==> src/rtl/seq_word_comparator_if.sv <==
`default_nettype none
// ============================================================================
//  Module      : seq_word_comparator_if
//  Description : Operand and verdict handshake bundle for seq_word_comparator.
//                The operand channel (in_valid/in_ready/a/b) and the verdict
//                channel (out_valid/out_ready/x_gt_y/x_eq_y/x_lt_y) share
//                one interface.
//  Modports    : master - operand source / verdict consumer side
//                slave  - the comparator itself
//  Signals     : in_valid, in_ready, a[WIDTH], b[WIDTH],
//                out_valid, out_ready, x_gt_y, x_eq_y, x_lt_y
//  Revision    : 1.0 - initial release
// ============================================================================
interface seq_word_comparator_if #(
   parameter int WIDTH = 16
);
   logic             in_valid;
   logic             in_ready;
   logic [WIDTH-1:0] a;
   logic [WIDTH-1:0] b;
   logic             out_valid;
   logic             out_ready;
   logic             x_gt_y;
   logic             x_eq_y;
   logic             x_lt_y;

   modport master (
      output in_valid, a, b, out_ready,
      input  in_ready, out_valid, x_gt_y, x_eq_y, x_lt_y
   );

   modport slave (
      input  in_valid, a, b, out_ready,
      output in_ready, out_valid, x_gt_y, x_eq_y, x_lt_y
   );
endinterface
`default_nettype wire

==> src/rtl/seq_word_comparator.sv <==
`default_nettype none
// ============================================================================
//  Module      : seq_word_comparator (with helper comparator_4bit)
//  Description : Multi-cycle unsigned magnitude comparator. The latched
//                operands are scanned one 4-bit slice per cycle, most
//                significant slice first; the first unequal slice decides
//                the verdict.
//  Parameters  : WIDTH - operand width, multiple of 4, >= 4
//  Ports       : clk  - rising-edge clock
//                rst  - asynchronous active-high reset
//                bus  - seq_word_comparator_if.slave (operand/verdict
//                       handshakes and verdict flags)
//                busy - high while a scan is in progress
//  Macro       : SEQ_CMP_EARLY_EXIT_EN - when defined, the scan stops at the
//                first unequal slice instead of always running all slices.
//  Revision    : 1.0 - initial release
// ============================================================================

// 4-bit unsigned magnitude compare of one slice.
module comparator_4bit (
   input  logic [3:0] x,
   input  logic [3:0] y,
   output logic       gt,
   output logic       eq,
   output logic       lt
);
   assign gt = (x > y);
   assign eq = (x == y);
   assign lt = (x < y);
endmodule

module seq_word_comparator #(
   parameter int WIDTH = 16
) (
   input  logic                  clk,
   input  logic                  rst,
   seq_word_comparator_if.slave  bus,
   output logic                  busy
);
   localparam int c_N     = WIDTH / 4;
   localparam int c_IDX_W = (c_N > 1) ? $clog2(c_N) : 1;
   localparam logic [c_IDX_W-1:0] c_IDX_LAST = c_IDX_W'(c_N - 1);
   localparam logic [c_IDX_W-1:0] c_IDX_ONE  = c_IDX_W'(1);

   typedef enum logic [1:0] {
      ST_IDLE    = 2'd0,
      ST_COMPARE = 2'd1,
      ST_DONE    = 2'd2
   } state_t;

   typedef enum logic [1:0] {
      VERD_EQ = 2'd0,
      VERD_GT = 2'd1,
      VERD_LT = 2'd2
   } verdict_t;

   state_t             r_state;
   state_t             w_state_nxt;
   verdict_t           r_verdict;
   verdict_t           w_verdict_nxt;
   logic [WIDTH-1:0]   r_a;
   logic [WIDTH-1:0]   r_b;
   logic [c_IDX_W-1:0] r_idx;
   logic [3:0]         w_a_slice;
   logic [3:0]         w_b_slice;
   logic               w_slice_gt;
   logic               w_slice_eq;
   logic               w_slice_lt;
   logic               w_accept;

   // Only latched operands feed the slice mux, so bus.a/bus.b may change
   // freely once the scan has started.
   always_comb begin
      w_a_slice = 4'd0;
      w_b_slice = 4'd0;
      for (int i = 0; i < c_N; i++) begin
         if (r_idx == c_IDX_W'(i)) begin
            w_a_slice = r_a[i*4 +: 4];
            w_b_slice = r_b[i*4 +: 4];
         end
      end
   end

   comparator_4bit u_slice_cmp (
      .x  (w_a_slice),
      .y  (w_b_slice),
      .gt (w_slice_gt),
      .eq (w_slice_eq),
      .lt (w_slice_lt)
   );

   assign w_accept = (r_state == ST_IDLE) && bus.in_valid;

   // State register.
   always_ff @(posedge clk or posedge rst) begin
      if (rst) begin
         r_state <= ST_IDLE;
      end else begin
         r_state <= w_state_nxt;
      end
   end

   // Next-state and verdict update.
   always_comb begin
      w_state_nxt   = r_state;
      w_verdict_nxt = r_verdict;
      case (r_state)
         ST_IDLE: begin
            if (bus.in_valid) begin
               w_state_nxt = ST_COMPARE;
            end
         end
         ST_COMPARE: begin
            // Once a verdict other than EQ is recorded, lower slices are
            // not allowed to overwrite it.
            if (r_verdict == VERD_EQ) begin
               if (w_slice_gt) begin
                  w_verdict_nxt = VERD_GT;
               end else if (w_slice_lt) begin
                  w_verdict_nxt = VERD_LT;
               end
            end
            if (r_idx == '0) begin
               w_state_nxt = ST_DONE;
            end
`ifdef SEQ_CMP_EARLY_EXIT_EN
            else if ((r_verdict == VERD_EQ) && !w_slice_eq) begin
               w_state_nxt = ST_DONE;
            end
`endif
         end
         ST_DONE: begin
            if (bus.out_ready) begin
               w_state_nxt = ST_IDLE;
            end
         end
         default: begin
            w_state_nxt = ST_IDLE;
         end
      endcase
   end

   // Operand, slice index and verdict registers.
   always_ff @(posedge clk or posedge rst) begin
      if (rst) begin
         r_a       <= '0;
         r_b       <= '0;
         r_idx     <= '0;
         r_verdict <= VERD_EQ;
      end else if (w_accept) begin
         r_a       <= bus.a;
         r_b       <= bus.b;
         r_idx     <= c_IDX_LAST;
         r_verdict <= VERD_EQ;
      end else if (r_state == ST_COMPARE) begin
         r_idx     <= r_idx - c_IDX_ONE;
         r_verdict <= w_verdict_nxt;
      end
   end

   // Every output is decoded from registers only; flags are gated by DONE
   // so they read zero whenever out_valid is low.
   assign bus.in_ready  = (r_state == ST_IDLE);
   assign busy          = (r_state == ST_COMPARE);
   assign bus.out_valid = (r_state == ST_DONE);
   assign bus.x_gt_y    = (r_state == ST_DONE) && (r_verdict == VERD_GT);
   assign bus.x_eq_y    = (r_state == ST_DONE) && (r_verdict == VERD_EQ);
   assign bus.x_lt_y    = (r_state == ST_DONE) && (r_verdict == VERD_LT);

endmodule
`default_nettype wire

==> src/flat_wrapper.sv <==
// flat-port wrapper written by rule: the top's interface ports become plain ports
module seq_word_comparator_flat 
#(
   parameter int WIDTH = 16
)
  (clk, rst, busy, bus_in_valid, bus_a, bus_b, bus_out_ready, bus_in_ready, bus_out_valid, bus_x_gt_y, bus_x_eq_y, bus_x_lt_y);
  seq_word_comparator_if #(.WIDTH(WIDTH)) bus_i ();
  input  logic clk;
  input  logic rst;
  output logic busy;
  input wire logic [$bits(bus_i.in_valid)-1:0] bus_in_valid;
  input wire logic [$bits(bus_i.a)-1:0] bus_a;
  input wire logic [$bits(bus_i.b)-1:0] bus_b;
  input wire logic [$bits(bus_i.out_ready)-1:0] bus_out_ready;
  output wire logic [$bits(bus_i.in_ready)-1:0] bus_in_ready;
  output wire logic [$bits(bus_i.out_valid)-1:0] bus_out_valid;
  output wire logic [$bits(bus_i.x_gt_y)-1:0] bus_x_gt_y;
  output wire logic [$bits(bus_i.x_eq_y)-1:0] bus_x_eq_y;
  output wire logic [$bits(bus_i.x_lt_y)-1:0] bus_x_lt_y;
  assign bus_i.in_valid = bus_in_valid;
  assign bus_i.a = bus_a;
  assign bus_i.b = bus_b;
  assign bus_i.out_ready = bus_out_ready;
  assign bus_in_ready = bus_i.in_ready;
  assign bus_out_valid = bus_i.out_valid;
  assign bus_x_gt_y = bus_i.x_gt_y;
  assign bus_x_eq_y = bus_i.x_eq_y;
  assign bus_x_lt_y = bus_i.x_lt_y;
  seq_word_comparator #(.WIDTH(WIDTH)) u_core (.clk(clk), .rst(rst), .bus(bus_i), .busy(busy));
endmodule
==> config.mk <==
export PLATFORM = sky130hd
export DESIGN_NAME = seq_word_comparator_flat
export DESIGN_NICKNAME = d
export VERILOG_FILES = /design/src/rtl/seq_word_comparator_if.sv /design/src/rtl/seq_word_comparator.sv /design/src/flat_wrapper.sv
export SDC_FILE = /design/constraint.sdc
export NUM_CORES = 1
export LEC_CHECK = 0
export CAP_MARGIN = 10
export CORE_AREA = 2 2 80 82
export CTS_CLUSTER_SIZE = 8
export DETAILED_ROUTE_END_ITERATION = 6
export DIE_AREA = 0 0 82 84
export PLACE_DENSITY = 0.66
export SETUP_SLACK_MARGIN = 0.4
export SKIP_CTS_REPAIR_TIMING = 1
export SLEW_MARGIN = 20
export SYNTH_ARGS = -nofsm -noshare
export SYNTH_HDL_FRONTEND = slang
export SYNTH_SLANG_ARGS = --single-unit
==> constraint.sdc <==
create_clock -name clk -period 3.04 [get_ports clk]
set_input_delay 0.608 -clock clk [delete_from_list [all_inputs] [get_ports clk]]
set_output_delay 0.608 -clock clk [all_outputs]
set_load 0.005 [all_outputs]
Word level (Yosys, flattened, before mapping):

Index checks and enable logic that the tools add are counted.

* flip-flop bits (word level): 38
* input port bits: 36
* output and inout bits: 6
* word-level logic and storage cells: 49

* $add $sub $neg: 1
* order comparisons: 2
* equality and inequality tests: 10
* mux-type cells: 19
* reduce and logical (&&, ||, !) cells: 12

Operators with widths (number)
* $mux W4: 8
* $mux W2: 10
* $eq A2 B2 Y1 const B: 4
* $eq A2 B1 Y1 const B: 3
* $logic_not A2 Y1: 3
* $pmux W2 S3: 1
* $reduce_and A3 Y1: 2
* $gt A4 B4 Y1: 1
* $logic_and A1 B1 Y1: 4
* $lt A4 B4 Y1: 1
* $ne A2 B2 Y1 const B: 2
* $reduce_bool A2 Y1: 2
* $reduce_bool A3 Y1: 1
* $ne A2 B1 Y1 const B: 1
* $sub A2 B1 Y2 const B: 1

Depth between registers and ports, before layout:

Gate-level depths: netlist of run 1.

* depth after elaboration: 11
* gate-level depth with buffers: 11
* mapped depth without buffers: 11

By module:

A second synthesis of run 1 with hierarchy kept.

* cells, all modules: 154
* area, all modules: 2047.0 um2

By module, submodules not included
* seq_word_comparator: instances 1, cells an instance 138, area an instance 1918.1 um2, seq. area each 950.9 um2
* comparator_4bit: instances 1, cells an instance 16, area an instance 128.9 um2, seq. area each 0.0 um2

Least setup slack after synthesis of run 1:

No wires, ideal clock.

* kind: register to register
* start point: register u_core.r_idx[0]
* end point: register u_core.r_verdict[0]
* setup time: 0.122 ns
* data arrival time: 1.967 ns
* data required time: 2.918 ns
* slack: 0.951 ns
* stages on the path, launching flop included: 11
* path buffers: 0
* period minus slack after synthesis: 2.089 ns
* path through: dfrtp_1 > inv_1 > ha_1 > nor2b_4 > a221oi_2 > nor3_1 > a21oi_1 > ha_1 > a21oi_1 > o21ai_0 > a32o_1

* cells in the longest elaborated chain, start to end: 10
* elaborated cells on any way between the ends: 20
* classes of those cells: 2 x order compare; 3 x eq/ne; 12 x mux; 3 x reduce/logical

Ends and longest elaborated chain
* from (decl): RTL line seq_word_comparator.sv:63 `logic [c_IDX_W-1:0] r_idx;`
* from (signal assigned): RTL line seq_word_comparator.sv:153 `r_idx <= c_IDX_LAST;`
* from (signal assigned): RTL line seq_word_comparator.sv:156 `r_idx <= r_idx - c_IDX_ONE;`
* $logic_not A2 Y1: RTL line seq_word_comparator.sv:77 `if (r_idx == c_IDX_W'(i)) begin`
* $mux W4 (4 in a row): RTL line seq_word_comparator.sv:77
* $gt A4 B4 Y1: RTL line seq_word_comparator.sv:27 `assign gt = (x > y);`
* $mux W2: RTL line seq_word_comparator.sv:117 `if (w_slice_gt) begin`
* $mux W2: RTL line seq_word_comparator.sv:116 `if (r_verdict == VERD_EQ) begin`
* $mux W2: RTL line seq_word_comparator.sv:155 `end else if (r_state == ST_COMPARE) begin`
* $mux W2: RTL line seq_word_comparator.sv:150 `end else if (w_accept) begin`
* to (signal assigned): RTL line seq_word_comparator.sv:157 `r_verdict <= w_verdict_nxt;`
* to (decl): RTL line seq_word_comparator.sv:59 `verdict_t r_verdict;`

Several ways; a longest one is shown, not always the timed one. The select of a mux whose other input is x is not followed.
A chain may end at the register's enable or synchronous reset.

Worst setup path in the final report of run 1:

Ends and elaborated chain as after synthesis.

==> summary.md, run 1 <==
- **average detailed-routed wire length per instance** 11.99 µm
- **shortest period the worst path allows** 2378 ps
- **clock skew** 4.118 ps
- **max-capacitance violation count** 0
- **TritonCTS clock tree** done
- **Routability Congestion** 0.8097
- **number of synthesis warnings** 0
- **post-route antenna net violation count** 0
- **endpoint of the worst register-to-register path** u_core.r_verdict[0]$_DFFE_PP0P_
- **number of inserted diodes** 0
- **post-synthesis average cell area** 8.489 µm²
- **highest clock rate** 0.4206 GHz
- **count of placed standard cells including taps** 332
- **transition time at the pin with the least slew margin** 651.0 ps
- **end point of the most critical hold path** u_core.r_a[10]$_DFFE_PP0P_
- **GR Overflow Total** 0
- **clock sink count** 38
- **clock buffers created by TritonCTS** 5
- **fraction of registers with async set or reset after synthesis** 100.0%
- **global-route wire length before repair** 7.134 mm
- **floorplan die width** 82 µm
- **Max IR drop VDD** 545.0 µV
- **Initial Utilization** 31.06%
- **cell area power density** 1031 nW/µm²
- **die height** 84 µm
- **initial antenna violation count** 0
- **Worst Path Required** 3220 ps
- **number of setup violations in the final report** 0
- **worst-case clock buffer depth** 2
- **RSZ-0062 raised after global routing** no
- **kind of launch point of the worst setup path** flip-flop
- **Remaining DRCs** 0
- **total global-route track usage** 13.57%
- **pin count of the biggest net entering global routing** 39
- **leading cell type in the layout, fill and taps excluded** nand2_1
- **detailed router's first-iteration violation count** 53
- **most used cells in the layout excluding fill and tap cells** nand2_1, clkdlybuf4s50_1, dfrtp_1
- **filler cell count** 634
- **number of input and output port buffers inserted** 41
- **Synth-to-Final Area Change** 31.20%
- **CTS HTree Levels** 2
- **Data arrival, critical path** 2550 ps
- **number of distinct library cell variants in the gate-level netlist after synthesis** 31
- **TritonRoute pass-1 iters** 4
- **area of the core region** 6096 µm²
- **number of enable flip-flop cells after synthesis** 0
- **HPWL after DPL** 2.995 mm
- **cell count of the worst hold path** 2
- **cell type with the largest total area after synthesis** dfrtp_1
- **Site Rows** 29
- **Vias** 1545
- **clock edge transition at the registers on the reported setup and hold paths** 70 ps
- **detailed-route wire length** 4.077 mm
- **Worst Setup Path Type** reg2reg
- **Setup WS pre-CTS** 576.1 ps
- **sequential cell area fraction in the yosys report** 50.23%
- **Max Slew Vio Count** 0
- **endpoint type of the worst setup path** flip-flop
- **setup TNS** 0 ps
- **worst min-delay path startpoint** u_core.r_a[10]$_DFFE_PP0P_
- **layout cells sized above 1** 7.605%
- **Mapped Area** 1893 µm²
- **biggest area contributors in the synthesized netlist** dfrtp_1, nand2_1, ha_1
- **status** finished, final reports clean
- **clk root buf** clkbuf_8
- **number of standard cells in the final layout excluding fillers** 340
- **Die Outline Area** 6888 µm²
- **post-synthesis instance total** 223
- **number of hold-slack violations in the final timing report** 0
- **top flip-flop cell by instance count after synthesis** dfrtp_1
- **post-layout power** 2.561 mW
- **Yosys top cell area share** 50.23%
- **fin worst setup slack** 662.4 ps
- **R2R Path Start** u_core.r_idx[0]$_DFFE_PP0P_
- **setup slack of the worst register-to-register path** 660 ps
- **clock latency on the worst-skew pair** 290 ps
- **maximum fanout count along the critical path** 7
- **worst hold slack** 486.4 ps
- **Min-Delay Path Class** reg2reg
- **post-layout net count** 306
- **depth of the most critical reg-to-reg path** 10
- **number of global-route vias before repair** 1612
- **total of flip-flops plus latches after synthesis** 38
- **per-cell via count in the routed design** 4.544
- **I/O pin total** 42
- **Lkg Pwr** 1.182 nW
- **relative slew slack** 56.45%
- **total nets after synthesis** 267
- **ratio of final minimum period to clock period** 78.21%
## cell type report
| cell class | count | area (µm²) | share of cell area (%) |
|---|---|---|---|
| timing repair buffer | 43 | 425.4 | 17.13 |
| clock inverter | 2 | 60.06 | 2.418 |
| clock buffer | 6 | 82.58 | 3.325 |
| multi-input combinational | 166 | 838.3 | 33.75 |
| inverter | 8 | 30.03 | 1.209 |
| tap | 77 | 96.34 | 3.879 |
| sequential | 38 | 950.9 | 38.29 |
## routing by layer
layer  up-vias  GRT usage [%]  wire (µm)
met5         -              0          0
met4         0          5.909         79
met3         4          3.463        172
met2        37          21.73       1901
met1       710          17.02       1923
li1        794              -          -
## metrics by stage
step | util, % | cell area [µm²]
2_1_floorplan | - | 1893
3_3_place_gp | 38.28 | 2333
3_5_place_dp | 38.28 | 2333
4_1_cts | 40.62 | 2476
5_1_grt | 40.74 | 2484
6_report | 40.74 | 2484
## worst max path at each step
stage | startpoint | endpoint | slack [ps] | cells after the start
after floorplan | u_core.r_idx[0]$_DFFE_PP0P_ | u_core.r_verdict[0]$_DFFE_PP0P_ | 950 | 10
after global placement | u_core.r_idx[1]$_DFFE_PP0P_ | u_core.r_verdict[0]$_DFFE_PP0P_ | 700 | 10
after detailed placement | u_core.r_idx[1]$_DFFE_PP0P_ | u_core.r_verdict[1]$_DFFE_PP0P_ | 580 | 10
after CTS | u_core.r_idx[1]$_DFFE_PP0P_ | u_core.r_verdict[1]$_DFFE_PP0P_ | 550 | 10
after global routing | u_core.r_idx[0]$_DFFE_PP0P_ | u_core.r_verdict[1]$_DFFE_PP0P_ | 470 | 10
final | u_core.r_idx[0]$_DFFE_PP0P_ | u_core.r_verdict[0]$_DFFE_PP0P_ | 660 | 10
## synthesized netlist by cell type (2+ instances only)
cell / n
nand2_1: 106
dfrtp_1: 38
o21ai_0: 13
a21oi_1: 10
ha_1: 8
inv_1: 8
nor3_1: 5
buf_2: 4
buf_6: 4
nor2_1: 3
a221oi_2: 2
nand2b_1: 2
nor3b_1: 2
## cell families after synthesis
group,Yosys count,synth area share (%)
compound gates,34,11.70
simple gates,123,26.44
fa+ha+maj,8,5.288
buf+inv,19,5.882
flops,38,50.23
xor+xnor,1,0.4627
## sequential cells by signal, summed over array words and instances, names as in the netlist
name / flops
u_core.r_verdict: 2
u_core.r_state: 2
u_core.r_idx: 2
u_core.r_b: 16
u_core.r_a: 16
## where the power goes
group	total [mW]	internal [mW]	switching, mW
combinational	1.11	0.482	0.633
clock	0.522	0.350	0.172
sequential	0.924	0.750	0.173
total	2.56	1.58	0.979
## critical path, stage by stage, from the launching register on
cell	delay [ps]
dfrtp_1	410
inv_1	140
ha_2	280
nor2b_4	230
a221oi_2	80
nor3_1	220
a21oi_1	70
ha_1	330
a21oi_1	150
o21ai_0	130
a32o_1	240
Power figures use the tool's default switching activity.
==> run 2, diff against run 1 <==
--- a/config.mk
+++ b/config.mk
@@ -10,7 +10,7 @@
 export CTS_CLUSTER_SIZE = 8
 export DETAILED_ROUTE_END_ITERATION = 6
 export DIE_AREA = 0 0 82 84
-export PLACE_DENSITY = 0.66
+export PLACE_DENSITY = 0.68
 export SETUP_SLACK_MARGIN = 0.4
 export SKIP_CTS_REPAIR_TIMING = 1
 export SLEW_MARGIN = 20
==> constraint.sdc (replaced) <==
create_clock -name clk -period 2.13 [get_ports clk]
set_input_delay 0.426 -clock clk [delete_from_list [all_inputs] [get_ports clk]]
set_output_delay 0.426 -clock clk [all_outputs]
set_load 0.005 [all_outputs]
==> summary.md, run 2 (synthesis gave the netlist of run 1 again) <==
- **number of setup violations in the final report** 2, +2
- **post-layout net count** 321, +4.9%
- **GR Overflow Total** 0, unchanged
- **detailed-route wire length** 4.404 mm, +8.0%
- **Max IR drop VDD** 587.7 µV, +7.8%
- **per-cell via count in the routed design** 4.532, -0.26%
- **global-route wire length before repair** 7.093 mm, -0.57%
- **Setup WS pre-CTS** -45.64 ps, -621.7 ps
- **Initial Utilization** 31.06%, unchanged
- **area used by multi-input combinational logic** 920.9 µm², +9.9%
- **number of input and output port buffers inserted** 41, unchanged
- **Vias** 1609, +4.1%
- **clock buffers created by TritonCTS** 5, unchanged
- **Die Outline Area** 6888 µm², unchanged
- **total cell area at the placement stage** 2390 µm², +2.4%
- **shortest period the worst path allows** 2160 ps, -217.8 ps
- **detailed router's first-iteration violation count** 94, +77%
- **clock skew** 4.069 ps, -0.04849 ps
- **clock share of power** 17.4%, -3.0 points
- **CTS HTree Levels** 2, unchanged
- **number of inserted diodes** 0, unchanged
- **clk root buf** clkbuf_8
- **Data arrival, critical path** 2340 ps, -210 ps
- **pin count of the biggest net entering global routing** 39, unchanged
- **worst-case clock buffer depth** 2, unchanged
- **HPWL after DPL** 3.004 mm, +0.31%
- **R2R Path Start** u_core.r_idx[0]$_DFFE_PP0P_
- **cell area power density** 1546 nW/µm², +50%
- **summed area of non-filler cells in the final layout** 2700 µm², +8.7%
- **Site Rows** 29, unchanged
- **internal power contribution** 2.558 mW, +62%
- **RSZ-0062 raised after global routing** yes
- **Min-Delay Path Class** reg2reg
- **filler cell count** 636, +0.32%
- **endpoint type of the worst setup path** flip-flop
- **Worst Setup Path Type** reg2reg
- **TritonRoute pass-1 iters** 4, unchanged
- **combined flip-flop and latch cell area** 952.2 µm², +0.13%
- **core occupancy in the finished layout** 44.29%, +3.6 points
- **layout cells sized above 1** 18.71%, +11 points
- **total global-route track usage** 13.26%, -0.31 points
- **Lkg Pwr** 1.326 nW, +12%
- **count of placed standard cells including taps** 333, +0.30%
- **ratio of final minimum period to clock period** 101.4%, +23 points
- **Worst Path Required** 2310 ps, -910 ps
- **TritonCTS clock tree** done
- **transition time at the pin with the least slew margin** 473.0 ps, -178.1 ps
- **floorplan die width** 82 µm, unchanged
- **die height** 84 µm, unchanged
- **combinational share of power** 50.3%, +6.8 points
- **maximum fanout count along the critical path** 10, +3
- **Synth-to-Final Area Change** 42.63%
- **post-route antenna net violation count** 0, unchanged
- **sw frac** 38.72%, +0.51 points
- **max-capacitance violation count** 0, unchanged
- **initial antenna violation count** 0, unchanged
- **sequential share of power** 32.3%, -3.8 points
- **source of the critical timing path** u_core.r_idx[0]$_DFFE_PP0P_
- **most used cells in the layout excluding fill and tap cells** nand2_1, dfrtp_1, clkdlybuf4s50_1
- **setup TNS** -37.84 ps, -37.84 ps
- **largest stage delay on the critical path** 430 ps, +20 ps
- **number of standard cells in the final layout excluding fillers** 355, +4.4%
- **failing checks** setup timing
- **Routability Congestion** 0.8413, +3.9%
- **kind of launch point of the worst setup path** flip-flop
- **status** finished with violations
- **Top Registers** u_core.r_a: 16 flops, u_core.r_b: 16 flops
- **I/O pin total** 42, unchanged
- **area of the core region** 6096 µm², unchanged
- **leading cell type in the layout, fill and taps excluded** nand2_1
- **Cell Chain, Critical Path** inv_2 -> buf_12 -> ha_4 -> inv_4 -> nor2_1 -> nor3_1 -> a21oi_1 -> ha_1 -> a21oi_1 -> o21ai_1 -> a32o_1
- **worst min-delay path startpoint** u_core.r_a[3]$_DFFE_PP0P_
- **number of hold-slack violations in the final timing report** 0, unchanged
- **post-layout power** 4.175 mW, +63%
- **Remaining DRCs** 0, unchanged
- **highest clock rate** 0.4630 GHz, +10%
- **Max Slew Vio Count** 0, unchanged
- **number of global-route vias before repair** 1584, -1.7%
- **fin worst setup slack** -29.79 ps, -692.2 ps
- **average detailed-routed wire length per instance** 12.41 µm, +3.5%
- **clock latency on the worst-skew pair** 290 ps, about the same
- **worst hold slack** 485.8 ps, -0.6920 ps
- **switching pwr** 1.617 mW, +65%
- **clock sink count** 38, unchanged
- **relative slew slack** 68.47%, +12 points
- **slowest stage cell, crit path** dfrtp_1
- **most used cell, CP** a21oi_1
- **clock edge transition at the registers on the reported setup and hold paths** 80 ps, about the same
run 2: cell count changes in the layout (fill, tap and decap cells not counted), moves of 3 or more:
cell             before  now
buf_4                 2   12
clkdlybuf4s50_1      41   35
a21oi_1              10    7
a21oi_2               0    3
buf_2                 0    3
dlymetal6s2s_1        0    3
ha_4                  0    3
inv_1                 8    5
o21ai_0              13   10
o21ai_1               1    4
run 2: worst paths after layout:
check | endpoint | slack, ps | depth (start not counted)
worst max register to register | u_core.r_verdict[0]$_DFFE_PP0P_ | -30 | 11
worst max-delay path | u_core.r_verdict[0]$_DFFE_PP0P_ | -30 | 11
min in group asynchronous | u_core.r_b[8]$_DFFE_PP0P_ | 530 | 3
max in group asynchronous | u_core.r_idx[1]$_DFFE_PP0P_ | 1250 | 3
worst min register to register | u_core.r_a[3]$_DFFE_PP0P_ | 490 | 2
worst min-delay path | u_core.r_a[3]$_DFFE_PP0P_ | 490 | 2
run 2: layout make-up:
| type | count | area share (%) |
|---|---|---|
| clock buffers | 5 | 2.549 |
| clock inverters | 3 | 2.549 |
| inverters | 8 | 1.205 |
| multi-input cells | 166 | 34.11 |
| flip-flops and latches | 38 | 35.26 |
| well taps | 77 | 3.568 |
| repair buffers | 58 | 20.76 |
run 2: critical path, delay by kind of cell (launching register included):
family,cells,cell delay (ps)
and+or+nand+nor,2,220
DFF,1,430
buffers and inverters,3,310
adders and majority gates,2,530
AOI/OAI and AO/OA,4,550
run 2: power by group through the flow:
stage	registers [mW]	logic, mW	clock network [mW]
3_5_place_dp	1.34	1.70	0
4_1_cts	1.33	1.71	0.743
5_1_grt	1.39	2.36	0.783
3_3_place_gp	1.34	1.64	0
2_1_floorplan	1.25	1.36	0
6_report	1.35	2.10	0.727
run 2: layer usage:
metal,GRT usage (%),routed length (µm)
met5,0,0
met4,4.091,50
met3,3.680,268
met2,21.14,2079
met1,17.29,2006
